--- src/rtl/pmem_arbiter.sv ---
// Two-requester arbiter serializing I-cache and D-cache line transactions onto one pmem port.
// Build option PMEM_ARB_RR_EN selects round-robin tie-breaking; default is fixed D-over-I priority.
module pmem_arbiter #(
   parameter int ADDR_W = 32,
   parameter int LINE_W = 256
) (
   input  logic              clk,
   input  logic              rst,
   input  logic [ADDR_W-1:0] i_pmem_address,
   input  logic              i_pmem_read,
   output logic [LINE_W-1:0] i_pmem_rdata,
   output logic              i_pmem_resp,
   input  logic [ADDR_W-1:0] d_pmem_address,
   input  logic              d_pmem_read,
   input  logic              d_pmem_write,
   input  logic [LINE_W-1:0] d_pmem_wdata,
   output logic [LINE_W-1:0] d_pmem_rdata,
   output logic              d_pmem_resp,
   output logic [ADDR_W-1:0] pmem_address,
   output logic              pmem_read,
   output logic              pmem_write,
   output logic [LINE_W-1:0] pmem_wdata,
   input  logic [LINE_W-1:0] pmem_rdata,
   input  logic              pmem_resp
);

   typedef enum logic [1:0] {IDLE, GNT_I, GNT_D, RELEASE} state_e;

   state_e state_q, state_d;
   logic   i_req, d_req, pick_d;

   assign i_req = i_pmem_read;
   assign d_req = d_pmem_read | d_pmem_write;

`ifdef PMEM_ARB_RR_EN
   // prio_d_q = 1 favours D on a tie; flips toward the other side after each completed grant.
   logic prio_d_q, prio_d_d;

   assign pick_d = d_req & (~i_req | prio_d_q);

   always_comb begin
      prio_d_d = prio_d_q;
      if (pmem_resp && state_q == GNT_D) prio_d_d = 1'b0;
      if (pmem_resp && state_q == GNT_I) prio_d_d = 1'b1;
   end

   always_ff @(posedge clk or negedge rst) begin
      if (!rst) prio_d_q <= 1'b1;
      else      prio_d_q <= prio_d_d;
   end
`else
   assign pick_d = d_req;
`endif

   always_comb begin
      state_d = state_q;
      unique case (state_q)
         IDLE: begin
            if (pick_d)     state_d = GNT_D;
            else if (i_req) state_d = GNT_I;
         end
         GNT_I:   if (pmem_resp) state_d = RELEASE;
         GNT_D:   if (pmem_resp) state_d = RELEASE;
         RELEASE: state_d = IDLE;
         default: state_d = IDLE;
      endcase
   end

   always_ff @(posedge clk or negedge rst) begin
      if (!rst) state_q <= IDLE;
      else      state_q <= state_d;
   end

   // Strobes follow the requester's live level while granted, so a premature drop is forwarded as-is.
   always_comb begin
      pmem_address = '0;
      pmem_read    = 1'b0;
      pmem_write   = 1'b0;
      i_pmem_resp  = 1'b0;
      d_pmem_resp  = 1'b0;
      unique case (state_q)
         GNT_I: begin
            pmem_address = i_pmem_address;
            pmem_read    = i_pmem_read;
            i_pmem_resp  = pmem_resp;
         end
         GNT_D: begin
            pmem_address = d_pmem_address;
            pmem_write   = d_pmem_write;
            pmem_read    = d_pmem_read & ~d_pmem_write;
            d_pmem_resp  = pmem_resp;
         end
         default: ;
      endcase
   end

   assign i_pmem_rdata = pmem_rdata;
   assign d_pmem_rdata = pmem_rdata;
   assign pmem_wdata   = d_pmem_wdata;

   a_resp_excl: assert property (@(posedge clk) disable iff (!rst) !(i_pmem_resp && d_pmem_resp));

endmodule
--- config.mk ---
export PLATFORM = sky130hd
export DESIGN_NAME = pmem_arbiter
export DESIGN_NICKNAME = d
export VERILOG_FILES = /design/src/rtl/pmem_arbiter.sv
export SDC_FILE = /design/constraint.sdc
export NUM_CORES = 1
export LEC_CHECK = 0
export ABC_AREA = 1
export CORE_AREA = 2 2 536 538
export DETAILED_ROUTE_END_ITERATION = 12
export DIE_AREA = 0 0 538 540
export PLACE_DENSITY = 0.33
export SLEW_MARGIN = 20
export SYNTH_ARGS = -nofsm -noshare
export SYNTH_HDL_FRONTEND = slang
export SYNTH_SLANG_ARGS = --single-unit
export TNS_END_PERCENT = 5
--- constraint.sdc ---
create_clock -name clk -period 1.1 [get_ports clk]
set_input_delay 0.11 -clock clk [delete_from_list [all_inputs] [get_ports clk]]
set_output_delay 0.11 -clock clk [all_outputs]
set_load 0.05 [all_outputs]
==> flow_summary.yaml <==
flow_run:
  cap_violations: 0
global_routing:
  grt_use_met1: 0.0302
  track_usage: 0.105
  grt_pass1_vias: 3492
  grt_pass1_wl_um: 169000
  grt_util_met3: 0.214
  grtUsageMet2: 0.151
  grt-ovfl-total: 0
  busiest_layer: "met3"
  antenna_found_initial: 23
  grt_max_degree: 17
power_and_ir_drop:
  p_leak_nw: 1.13
  power_mw: 12.8
  p_per_area_mw_per_mm2: 1650
  peakVddDrop_uv: 1230
sta:
  worst_pin_slew_ps: 677
  skew_ps: 1.11
  setup_violations: 38
  fmax_ghz: 0.536
  slew_viol_final: 0
  whs_ps: 71.1
  setup_ws_ps: -764
  slew_headroom: 0.547
  finalCritPeriodShare: 1.69
  rsz0062_at_grt: "yes"
  min_period_ps: 1860
  hold_viol: 0
route:
  via_count: 3282
  dr.first_iter.drc_count: 169
  wl_per_cell_um: 39.7
  remaining_drc_errors: 0
  antenna_violating_nets_post_route: 0
  wirelength_um: 160000
  routed_via_density: 0.816
  dr.pass1.iters: 4
clock_network:
  clock_latency_ps: 220
  cts_made_buffers: 3
  cts_buffer_depth: 2
  cts-root-buf: "clkbuf_16"
  path_clk_slew_ps: 30
  cts_tree: "built"
  htree_levels: 1
  cts_sinks: 2
floorplan:
  die_w_um: 538
  start_util: 0.0227
  fp-row-count: 196
  die_area_sq_mm: 0.291
  core_sq_mm: 0.284
  num_io_pins: 1386
  die_y_um: 540
yosys:
  synth.cell_area_sq_mm: 0.00645
  syn_nets: 1494
  synth_top_cell_by_area: "buf_4"
  ys_ff_latch: 2
  synth_cell_type_count: 15
  yosys_warnings: 0
  synth_top_area_share: 0.903
  ys_top_cells_by_area: "buf_4, nand2_1, a21oi_1"
  synth_area_per_cell_sq_um: 7.10
  synth_cells: 909
  synth_seq_area_share: 0.00776
finish:
  largest_reg_flops: 2
  area_delta_synth_final_pct: 19.6
  regMostFlops: "state_q"
  largestRegisters: "state_q: 2 flops"
  final_layout_size_suffix_gt1_frac: 0.514
  layout.cells.non_filler: 4020
  stdcell_area_sq_mm: 0.00772
  nNetsFinal: 844
worst_setup_path:
  critPathCaptureType: "output port"
  cp_data_arrival_time_ps: 1750
  crit_path_max_fanout: 16
  worstSetupPathType: "reg -> out"
  cp-start-kind: "flop"
  cp.required_ps: 990
run_status:
  status: "complete, but fails checks"
  violations: "setup timing"
min_path:
  hold_class: "in -> async"
place:
  portBuffers: 105
  dpl.hpwl_um: 154000
  dp_cells: 4007
  gp_congestion: 0.664
  placed_area_sq_mm: 0.00725
-- where the power goes --
group          total (mW)  internal (mW)  switching, mW  leakage [nW]
combinational        12.1           4.46           7.59          1.07
sequential          0.154          0.115         0.0392        0.0245
clock               0.550          0.463         0.0877        0.0370
-- cells in the final DEF, fill, tap and decap left out, drive strengths merged --
cell and count:
clkdlybuf4s50 69, o21ai 1, a21oi 33, diode 1, buf 55, nand2 77
nand3 3, nand3b 1, clkbuf 3, inv 8, nor2 1, ha 3
dfrtp 2, or2 1
-- path summary, 6_finish.rpt --
check                              endpoint  depth (start not counted)  slack (ps)               from
max in group asynchronous        state_q[1]                          1         890                rst
hold / removal                   state_q[0]                          1          70                rst
setup / recovery           pmem_address[16]                          6        -760         state_q[0]
hold reg to reg                  state_q[1]                          2         550         state_q[1]
setup reg to reg                 state_q[1]                          8        -450         state_q[1]
min in group clk            pmem_wdata[133]                          0         220  d_pmem_wdata[133]
-- Yosys cell counts --
| library cell | count |
|---|---|
| nand2_2 | 1 |
| buf_2 | 1 |
| nor2_1 | 1 |
| a21oi_1 | 33 |
| o21ai_0 | 1 |
| ha_1 | 3 |
| clkbuf_1 | 2 |
| inv_1 | 7 |
| nand3_1 | 3 |
| or2_4 | 1 |
| buf_4 | 776 |
| inv_2 | 1 |
| nand2_1 | 76 |
| dfrtp_1 | 2 |
| nand3b_1 | 1 |
-- layout make-up --
type / instances / area (sq um)
fillers: 34000 / 277000
flip-flops and latches: 2 / 50.0
well taps: 3762 / 4710
multi-input cells: 120 / 1160
repair buffers: 124 / 1690
inverters: 8 / 37.5
clock buffers: 3 / 75.1
diodes: 1 / 2.50
-- critical path, cell delays in order (launching register included) --
cell and delay [ps]:
dfrtp_1 400, inv_2 110, ha_4 260, buf_12 200, nand2_1 140, a21oi_4 200, buf_12 180
-- metal layers --
layer	wire (um)	up-vias
li1	-	682
met1	15600	937
met2	64400	1290
met3	70200	357
met4	9060	16
met5	412	-
-- logic make-up after synthesis --
family                   count (synthesis)  synth area share
AND/OR/NAND/NOR                         83            0.0506
flip-flops                               2           0.00776
buffers and inverters                  787             0.909
AO/OA/AOI/OAI                           34            0.0264
adder cells (fa/ha/maj)                  3           0.00582
-- stage by stage --
step | setup TNS, ps | util | setup slack (ps)
final | -25570 | 0.0271 | -764
after global routing | -28230 | 0.0271 | -818
after CTS | -27320 | 0.0271 | -802
after detailed placement | -22980 | 0.0255 | -951
after global placement | -21890 | 0.0255 | -938
after floorplan | -10600 | - | -302
-- what timing repair did --
item	CTS	global route
hold buffers	0	0
cloned	4	0
pin swaps	6	18
endpoints found under the setup margin	38	38
endpoints found under the hold margin	0	0
resized for setup	53	12
buffers inserted	6	1
No activity file was read; power rests on OpenSTA's default activity.
